--- src/rtl/bcd_digit_entry_if.sv ---
// Digit-entry bundle: raw buttons and switches in, BCD echo and binary result out.
// ENTRY_BACKSPACE_EN adds the backspace_btn signal.
interface bcd_digit_entry_if #(
   parameter int unsigned NUM_DIGITS = 5,
   parameter int unsigned OUT_WIDTH  = 20
);
   logic [3:0]              digit_in;
   logic                    enter_btn;
   logic                    clear_btn;
`ifdef ENTRY_BACKSPACE_EN
   logic                    backspace_btn;
`endif
   logic [4*NUM_DIGITS-1:0] bcd_digits;
   logic [2:0]              digit_count;
   logic [OUT_WIDTH-1:0]    value_out;
   logic                    value_valid;
   logic                    err;

`ifdef ENTRY_BACKSPACE_EN
   modport master (output digit_in, enter_btn, clear_btn, backspace_btn,
                   input  bcd_digits, digit_count, value_out, value_valid, err);
   modport slave  (input  digit_in, enter_btn, clear_btn, backspace_btn,
                   output bcd_digits, digit_count, value_out, value_valid, err);
`else
   modport master (output digit_in, enter_btn, clear_btn,
                   input  bcd_digits, digit_count, value_out, value_valid, err);
   modport slave  (input  digit_in, enter_btn, clear_btn,
                   output bcd_digits, digit_count, value_out, value_valid, err);
`endif
endinterface

--- src/rtl/bcd_digit_entry.sv ---
// Keyed decimal entry: debounced buttons shift digits into a BCD register that an
// iterative x10 FSM converts to binary. Define ENTRY_BACKSPACE_EN to add a backspace button.
module bcd_digit_entry #(
   parameter int unsigned NUM_DIGITS      = 5,
   parameter int unsigned OUT_WIDTH       = 20,
   parameter int unsigned DEBOUNCE_CYCLES = 500000
) (
   input  logic             clk,
   input  logic             rst_n,
   bcd_digit_entry_if.slave bus
);
   localparam int unsigned BW = 4 * NUM_DIGITS;
   localparam int unsigned CW = (DEBOUNCE_CYCLES > 1) ? $clog2(DEBOUNCE_CYCLES) : 1;
   localparam int unsigned IW = (NUM_DIGITS > 1) ? $clog2(NUM_DIGITS) : 1;
   localparam logic [CW-1:0] CNT_LAST  = CW'(DEBOUNCE_CYCLES - 1);
   localparam logic [IW-1:0] IDX_LAST  = IW'(NUM_DIGITS - 1);
   localparam logic [2:0]    COUNT_MAX = 3'(NUM_DIGITS);
   localparam int unsigned B_ENTER = 0;
   localparam int unsigned B_CLEAR = 1;
`ifdef ENTRY_BACKSPACE_EN
   localparam int unsigned B_BACK  = 2;
   localparam int unsigned NB      = 3;
`else
   localparam int unsigned NB      = 2;
`endif

   typedef enum logic [1:0] {IDLE, CONVERT, DONE} state_e;

   logic [NB-1:0]        btn_raw, sync1_q, sync2_q, db_q, press_q;
   logic [CW-1:0]        cnt_q [NB];
   state_e               state_q;
   logic [BW-1:0]        bcd_q;
   logic [2:0]           count_q;
   logic [OUT_WIDTH-1:0] acc_q, acc_d, value_q;
   logic [IW-1:0]        idx_q;
   logic                 valid_q, err_q, pend_q, pend_is_bsp;
   logic                 ent_ev, clr_ev, bsp_ev, do_ent, do_bsp, ent_ok, bsp_ok;
   logic [3:0]           cur_digit;

   always_comb begin
      btn_raw          = '1;
      btn_raw[B_ENTER] = bus.enter_btn;
      btn_raw[B_CLEAR] = bus.clear_btn;
`ifdef ENTRY_BACKSPACE_EN
      btn_raw[B_BACK]  = bus.backspace_btn;
`endif
   end

   // Buttons idle high, so the conditioning chain resets to the released level.
   always_ff @(posedge clk or negedge rst_n) begin
      if (!rst_n) begin
         sync1_q <= '1;
         sync2_q <= '1;
         db_q    <= '1;
         press_q <= '0;
         for (int unsigned b = 0; b < NB; b++) cnt_q[b] <= '0;
      end else begin
         sync1_q <= btn_raw;
         sync2_q <= sync1_q;
         for (int unsigned b = 0; b < NB; b++) begin
            press_q[b] <= 1'b0;
            if (sync2_q[b] != db_q[b]) begin
               if (cnt_q[b] == CNT_LAST) begin
                  db_q[b]    <= sync2_q[b];
                  cnt_q[b]   <= '0;
                  press_q[b] <= db_q[b];
               end else begin
                  cnt_q[b] <= cnt_q[b] + 1'b1;
               end
            end else begin
               cnt_q[b] <= '0;
            end
         end
      end
   end

   assign ent_ev = press_q[B_ENTER];
   assign clr_ev = press_q[B_CLEAR];
`ifdef ENTRY_BACKSPACE_EN
   logic pend_bsp_q;
   assign bsp_ev      = press_q[B_BACK];
   assign pend_is_bsp = pend_bsp_q;
`else
   assign bsp_ev      = 1'b0;
   assign pend_is_bsp = 1'b0;
`endif

   // A queued event takes precedence over a fresh one arriving in the same IDLE cycle.
   always_comb begin
      do_ent = 1'b0;
      do_bsp = 1'b0;
      if (state_q == IDLE) begin
         if (pend_q) begin
            do_bsp = pend_is_bsp;
            do_ent = !pend_is_bsp;
         end else begin
            do_bsp = bsp_ev;
            do_ent = ent_ev && !bsp_ev;
         end
      end
      ent_ok = do_ent && (bus.digit_in <= 4'd9) && (count_q < COUNT_MAX);
      bsp_ok = do_bsp && (count_q != 3'd0);
      cur_digit = '0;
      for (int unsigned i = 0; i < NUM_DIGITS; i++)
         if (idx_q == IW'(NUM_DIGITS - 1 - i)) cur_digit = bcd_q[4*i +: 4];
      acc_d = (acc_q << 3) + (acc_q << 1) + OUT_WIDTH'(cur_digit);
   end

   always_ff @(posedge clk or negedge rst_n) begin
      if (!rst_n) begin
         state_q <= IDLE;
         bcd_q   <= '0;
         count_q <= '0;
         acc_q   <= '0;
         value_q <= '0;
         idx_q   <= '0;
         valid_q <= 1'b1;
         err_q   <= 1'b0;
         pend_q  <= 1'b0;
`ifdef ENTRY_BACKSPACE_EN
         pend_bsp_q <= 1'b0;
`endif
      end else if (clr_ev) begin
         state_q <= IDLE;
         bcd_q   <= '0;
         count_q <= '0;
         acc_q   <= '0;
         value_q <= '0;
         idx_q   <= '0;
         valid_q <= 1'b1;
         err_q   <= 1'b0;
         pend_q  <= 1'b0;
      end else begin
         case (state_q)
            IDLE: begin
               pend_q <= 1'b0;
               if (ent_ok || bsp_ok) begin
                  bcd_q   <= ent_ok ? ((bcd_q << 4) | BW'(bus.digit_in)) : (bcd_q >> 4);
                  count_q <= ent_ok ? (count_q + 3'd1) : (count_q - 3'd1);
                  err_q   <= 1'b0;
                  valid_q <= 1'b0;
                  acc_q   <= '0;
                  idx_q   <= '0;
                  state_q <= CONVERT;
               end else if (do_ent) begin
                  err_q <= 1'b1;
               end
            end
            CONVERT: begin
               acc_q <= acc_d;
               idx_q <= idx_q + 1'b1;
               // Result is published on entry to DONE so value_valid rises with it.
               if (idx_q == IDX_LAST) begin
                  value_q <= acc_d;
                  valid_q <= 1'b1;
                  state_q <= DONE;
               end
            end
            default: state_q <= IDLE;
         endcase
         if ((state_q != IDLE) && !pend_q && (ent_ev || bsp_ev)) begin
            pend_q <= 1'b1;
`ifdef ENTRY_BACKSPACE_EN
            pend_bsp_q <= bsp_ev;
`endif
         end
      end
   end

   assign bus.bcd_digits  = bcd_q;
   assign bus.digit_count = count_q;
   assign bus.value_out   = value_q;
   assign bus.value_valid = valid_q;
   assign bus.err         = err_q;
endmodule

--- src/flat_wrapper.sv ---
// flat-port wrapper written by rule: the top's interface ports become plain ports
module bcd_digit_entry_flat 
#(
   parameter int unsigned NUM_DIGITS      = 5,
   parameter int unsigned OUT_WIDTH       = 20,
   parameter int unsigned DEBOUNCE_CYCLES = 500000
)
  (clk, rst_n, bus_digit_in, bus_enter_btn, bus_clear_btn, bus_bcd_digits, bus_digit_count, bus_value_out, bus_value_valid, bus_err);
  bcd_digit_entry_if #(.NUM_DIGITS(NUM_DIGITS), .OUT_WIDTH(OUT_WIDTH)) bus_i ();
  input  logic clk;
  input  logic rst_n;
  input wire logic [$bits(bus_i.digit_in)-1:0] bus_digit_in;
  input wire logic [$bits(bus_i.enter_btn)-1:0] bus_enter_btn;
  input wire logic [$bits(bus_i.clear_btn)-1:0] bus_clear_btn;
  output wire logic [$bits(bus_i.bcd_digits)-1:0] bus_bcd_digits;
  output wire logic [$bits(bus_i.digit_count)-1:0] bus_digit_count;
  output wire logic [$bits(bus_i.value_out)-1:0] bus_value_out;
  output wire logic [$bits(bus_i.value_valid)-1:0] bus_value_valid;
  output wire logic [$bits(bus_i.err)-1:0] bus_err;
  assign bus_i.digit_in = bus_digit_in;
  assign bus_i.enter_btn = bus_enter_btn;
  assign bus_i.clear_btn = bus_clear_btn;
  assign bus_bcd_digits = bus_i.bcd_digits;
  assign bus_digit_count = bus_i.digit_count;
  assign bus_value_out = bus_i.value_out;
  assign bus_value_valid = bus_i.value_valid;
  assign bus_err = bus_i.err;
  bcd_digit_entry #(.NUM_DIGITS(NUM_DIGITS), .OUT_WIDTH(OUT_WIDTH), .DEBOUNCE_CYCLES(DEBOUNCE_CYCLES)) u_core (.clk(clk), .rst_n(rst_n), .bus(bus_i));
endmodule
--- config.mk ---
export PLATFORM = sky130hd
export DESIGN_NAME = bcd_digit_entry_flat
export DESIGN_NICKNAME = d
export VERILOG_FILES = /design/src/rtl/bcd_digit_entry_if.sv /design/src/rtl/bcd_digit_entry.sv /design/src/flat_wrapper.sv
export SDC_FILE = /design/constraint.sdc
export NUM_CORES = 1
export LEC_CHECK = 0
export ABC_CLOCK_PERIOD_IN_PS = 8450
export BUFFER_PORTS_ARGS = -buffer_cell sky130_fd_sc_hd__buf_2
export CORE_MARGIN = 10
export CORE_UTILIZATION = 45
export CTS_CLUSTER_DIAMETER = 150
export DETAILED_ROUTE_END_ITERATION = 12
export GPL_ROUTABILITY_DRIVEN = 0
export GPL_TIMING_DRIVEN = 0
export PLACE_DENSITY = 0.72
export SLEW_MARGIN = 40
export SYNTH_ARGS = -nofsm -noshare
export SYNTH_HDL_FRONTEND = slang
export SYNTH_SLANG_ARGS = --single-unit
--- constraint.sdc ---
create_clock -name clk -period 8.45 [get_ports clk]
set_input_delay 0.4225 -clock clk [delete_from_list [all_inputs] [get_ports clk]]
set_output_delay 0.4225 -clock clk [all_outputs]
set_load 0.01 [all_outputs]
==> impl_metrics.prom <==
# TYPE chip_impl_metric gauge
chip_impl_metric{name="reported_leakage_power",unit="nW"} 3.431
chip_impl_metric{name="post_synthesis_mux_area_share",unit="%"} 0.6973
chip_impl_metric{name="worst_ir_drop_vdd",unit="uV"} 165.1
chip_impl_metric{name="crit_arrival",unit="ns"} 4.33
chip_impl_metric{name="final_core_util",unit="%"} 54.37
chip_impl_metric{name="syn_nets",unit=""} 665
chip_impl_metric{name="drtAntennaViolNets",unit=""} 0
chip_impl_metric{name="die_area",unit="mm2"} 0.01861
chip_impl_metric{name="synthCells",unit=""} 613
chip_impl_metric{name="die_h",unit="um"} 136.4
chip_impl_metric{name="synth-adder-area-share",unit="%"} 9.270
chip_impl_metric{name="port-buffer-count",unit=""} 52
chip_impl_metric{name="sequential_cell_area_fraction_in_the_yosys_report",unit="%"} 47.72
chip_impl_metric{name="vias_in_the_first_global_route",unit=""} 4864
chip_impl_info{name="main_combinational_cell_family_by_area_after_synthesis",value="simple AND/OR/NAND/NOR gates"} 1
chip_impl_metric{name="setup-tns-final",unit="ns"} 0
chip_impl_metric{name="effective_utilization_at_floorplan",unit="%"} 46.07
chip_impl_metric{name="instances_no_fill",unit=""} 875
chip_impl_metric{name="holdBufCountCts",unit=""} 1
chip_impl_metric{name="power.density",unit="mW/mm2"} 178.5
chip_impl_metric{name="grt_max_degree",unit=""} 70
chip_impl_metric{name="setup_viol_count_final",unit=""} 0
chip_impl_metric{name="cp_max_fo",unit=""} 8
chip_impl_metric{name="cts-buffers-inserted",unit=""} 17
chip_impl_metric{name="antenna_found_initial",unit=""} 0
chip_impl_metric{name="power_frac_clock",unit="%"} 54.4
chip_impl_metric{name="timing.slew.headroom",unit="%"} 51.86
chip_impl_metric{name="fin_area",unit="mm2"} 0.007201
chip_impl_metric{name="maxCapViolations",unit=""} 0
chip_impl_metric{name="synth-compound-area-share",unit="%"} 14.32
chip_impl_metric{name="ioPinCount",unit=""} 53
chip_impl_metric{name="grt.total_usage",unit="%"} 15.25
chip_impl_metric{name="cts_repair_resize_count",unit=""} 0
chip_impl_metric{name="hold_viol_final",unit=""} 0
chip_impl_info{name="ys.flop_type",value="dfrtp_1"} 1
chip_impl_metric{name="core-area",unit="mm2"} 0.01324
chip_impl_metric{name="cts_setup_buffers",unit=""} 0
chip_impl_metric{name="fin_ws",unit="ns"} 4.427
chip_impl_metric{name="htree_levels",unit=""} 4
chip_impl_metric{name="power_frac_comb",unit="%"} 1.8
chip_impl_metric{name="remaining_global_route_overflow",unit=""} 0
chip_impl_metric{name="n_antenna_cell",unit=""} 0
chip_impl_info{name="tritoncts",value="done"} 1
chip_impl_metric{name="area_delta_synth_final",unit="%"} 18.03
chip_impl_metric{name="detailedRoute.firstPassIterationCount",unit=""} 4
chip_impl_metric{name="synthXorXnorAreaFrac",unit="%"} 7.465
chip_impl_metric{name="design.final.nets",unit=""} 738
chip_impl_metric{name="drv_slew",unit=""} 0
chip_impl_metric{name="wirelength",unit="um"} 13650
chip_impl_metric{name="simple_gate_portion_of_the_synthesized_area",unit="%"} 18.21
chip_impl_metric{name="tightest_slew",unit="ns"} 0.7182
chip_impl_metric{name="final.setup_skew",unit="ns"} 0.008301
chip_impl_metric{name="routed_wire_per_std_cell",unit="um"} 15.60
chip_impl_info{name="grt_setup_unrepaired",value="no"} 1
chip_impl_metric{name="clock_path_buffers",unit=""} 2
chip_impl_metric{name="rows",unit=""} 42
chip_impl_metric{name="detailedPlace.worstSlack",unit="ns"} 4.487
chip_impl_metric{name="period_utilization",unit="%"} 47.61
chip_impl_metric{name="synth_warn",unit=""} 0
chip_impl_metric{name="timing.fmax",unit="MHz"} 248.6
chip_impl_metric{name="grt_pass1_wl",unit="um"} 23140
chip_impl_metric{name="p_seq_share",unit="%"} 43.8
chip_impl_metric{name="dr_total_vias",unit=""} 4746
chip_impl_info{name="hold_path.class",value="input pin to flop"} 1
chip_impl_info{name="cp-start-kind",value="flop"} 1
chip_impl_metric{name="viasPerCell",unit=""} 5.424
chip_impl_metric{name="postSynthRegisterBits",unit=""} 116
chip_impl_metric{name="dpl-instance-area",unit="mm2"} 0.006619
chip_impl_metric{name="switching_share",unit="%"} 21.18
chip_impl_metric{name="final_period_minus_worst_setup_slack",unit="ns"} 4.023
chip_impl_metric{name="clkLatencyLatePin",unit="ns"} 0.43
chip_impl_info{name="worstSetupEndpointType",value="flop"} 1
chip_impl_metric{name="cts_sinks",unit=""} 116
chip_impl_metric{name="asyncSetResetFlopFracSynth",unit="%"} 100.0
chip_impl_metric{name="drive_above_1_share",unit="%"} 16.17
chip_impl_info{name="path_class",value="flop to flop"} 1
chip_impl_metric{name="clkTransAtPathRegs",unit="ns"} 0.05
chip_impl_metric{name="critPathRequiredTime",unit="ns"} 8.76
chip_impl_info{name="root_buffer",value="clkbuf_16"} 1
chip_impl_metric{name="count_of_distinct_cell_types_in_the_synthesized_netlist",unit=""} 56
chip_impl_info{name="status",value="finished, final reports clean"} 1
chip_impl_metric{name="drc",unit=""} 0
chip_impl_metric{name="drt-initial-drc-count",unit=""} 266
chip_impl_metric{name="dpl.cell_count",unit=""} 842
chip_impl_metric{name="p_int",unit="mW"} 1.013
chip_impl_metric{name="postSynthAreaPerCell",unit="um2"} 9.952
chip_impl_metric{name="p_switching",unit="uW"} 272.2
chip_impl_metric{name="die_x",unit="um"} 136.4
chip_impl_metric{name="mappedNetlistArea",unit="mm2"} 0.006101
chip_impl_metric{name="post-dp-hpwl",unit="um"} 9877
chip_impl_metric{name="synth-edff-count",unit=""} 0
## state kept, by name, indices dropped and copies added, names as in the netlist, 2 cells and up
signal and flops:
u_core.acc_q 19, u_core.bus.bcd_digits 20, u_core.bus.digit_count 3, u_core.bus.value_out 20, u_core.cnt_q 38, u_core.db_q 2
u_core.idx_q 3, u_core.press_q 2, u_core.state_q 2, u_core.sync1_q 2, u_core.sync2_q 2
## worst max-delay path, stage by stage, from the launching register on
cell,delay [ns]
dfrtp_1,0.42
ha_1,0.22
ha_1,0.17
clkbuf_1,0.18
nor3b_1,0.23
a21oi_1,0.06
a211oi_1,0.30
a21oi_1,0.08
o21ai_0,0.22
fa_1,0.47
ha_1,0.32
a211oi_1,0.36
o21ai_2,0.14
a21oi_2,0.23
a31oi_1,0.13
xnor2_1,0.16
a22o_1,0.20
## area by class of cell
class                           instances  area (um2)
Sequential cell                       116        2912
Tap cell                              176       220.2
Fill cell                            1137        6042
Inverter                               13       48.80
Multi-Input combinational cell        463        3048
Timing Repair Buffer                   54       307.8
Buffer                                 21       92.59
Clock buffer                           23       467.9
Clock inverter                          9       103.9
## power groups by stage
stage	sequential [mW]	clock, mW	combinational (mW)
after floorplan	0.572	0	0.00687
after global placement	0.572	0	0.0209
after detailed placement	0.573	0	0.0236
after CTS	0.563	0.709	0.0240
after global routing	0.564	0.735	0.0270
final	0.563	0.699	0.0229
## stage by stage
stage                     power [mW]  hold slack [ns]
after floorplan               0.5790           0.1269
after global placement        0.5933           0.3470
after detailed placement      0.5963           0.3446
after CTS                      1.297          0.08786
after global routing           1.326          0.08951
final                          1.286          0.09694
## cell families (layout without fill, tap and decap cells)
family,count (synthesis),in the layout
AOI/OAI and AO/OA,129,129
xor gates and xnor gates,52,52
adders and majority gates,44,44
buffers and inverters,34,120
DFF,116,116
muxes,4,4
and+or+nand+nor,234,234
## cells in the final DEF, fill, tap and decap left out, drive strengths merged, types with 15 or more instances in the layout
| master | n |
|---|---|
| xnor2 | 26 |
| buf | 62 |
| nand3 | 15 |
| a22o | 30 |
| clkbuf | 35 |
| xor2 | 26 |
| nand2 | 92 |
| o21ai | 24 |
| ha | 42 |
| nor2 | 60 |
| dfrtp | 109 |
| a21oi | 48 |
## Yosys cell counts (7+ instances only)
| cell type | count | share of area, % |
|---|---|---|
| nor3_1 | 10 | 0.82 |
| o21ai_0 | 22 | 1.8 |
| a21oi_1 | 45 | 3.7 |
| xnor2_1 | 26 | 3.7 |
| nor2_1 | 60 | 3.7 |
| inv_1 | 12 | 0.74 |
| nand3_1 | 15 | 1.2 |
| ha_1 | 42 | 8.6 |
| and3_1 | 10 | 1.0 |
| dfstp_2 | 7 | 3.0 |
| dfrtp_1 | 109 | 45 |
| a22o_1 | 30 | 4.3 |
| xor2_1 | 26 | 3.7 |
| buf_2 | 8 | 0.66 |
| clkbuf_1 | 12 | 0.74 |
| nand2_1 | 91 | 5.6 |
## metal layers
layer / global-route usage (%) / up-vias / wire length (um)
met3: 4.649 / 21 / 605
met5: 0 / - / 0
met4: 5.503 / 0 / 225
met2: 25.05 / 76 / 6750
li1: - / 2299 / -
met1: 18.51 / 2350 / 6065
## worst paths after layout
kind	startpoint	endpoint	slack (ns)	cells past startpoint
worst max-delay path	u_core.idx_q[0]$_DFFE_PN0P_	u_core.bus.value_out[17]$_DFFE_PN0P_	4.43	16
worst min-delay path	bus_clear_btn	u_core.sync1_q[1]$_DFF_PN1_	0.1	1
worst max register to register	u_core.idx_q[0]$_DFFE_PN0P_	u_core.bus.value_out[17]$_DFFE_PN0P_	4.43	16
worst min register to register	u_core.sync1_q[0]$_DFF_PN1_	u_core.sync2_q[0]$_DFF_PN1_	0.36	0
max in group asynchronous	rst_n	u_core.db_q[1]$_DFFE_PN1P_	7.28	3
min in group asynchronous	rst_n	u_core.acc_q[14]$_DFFE_PN0P_	0.48	2
(Power assumes the default switching activity.)
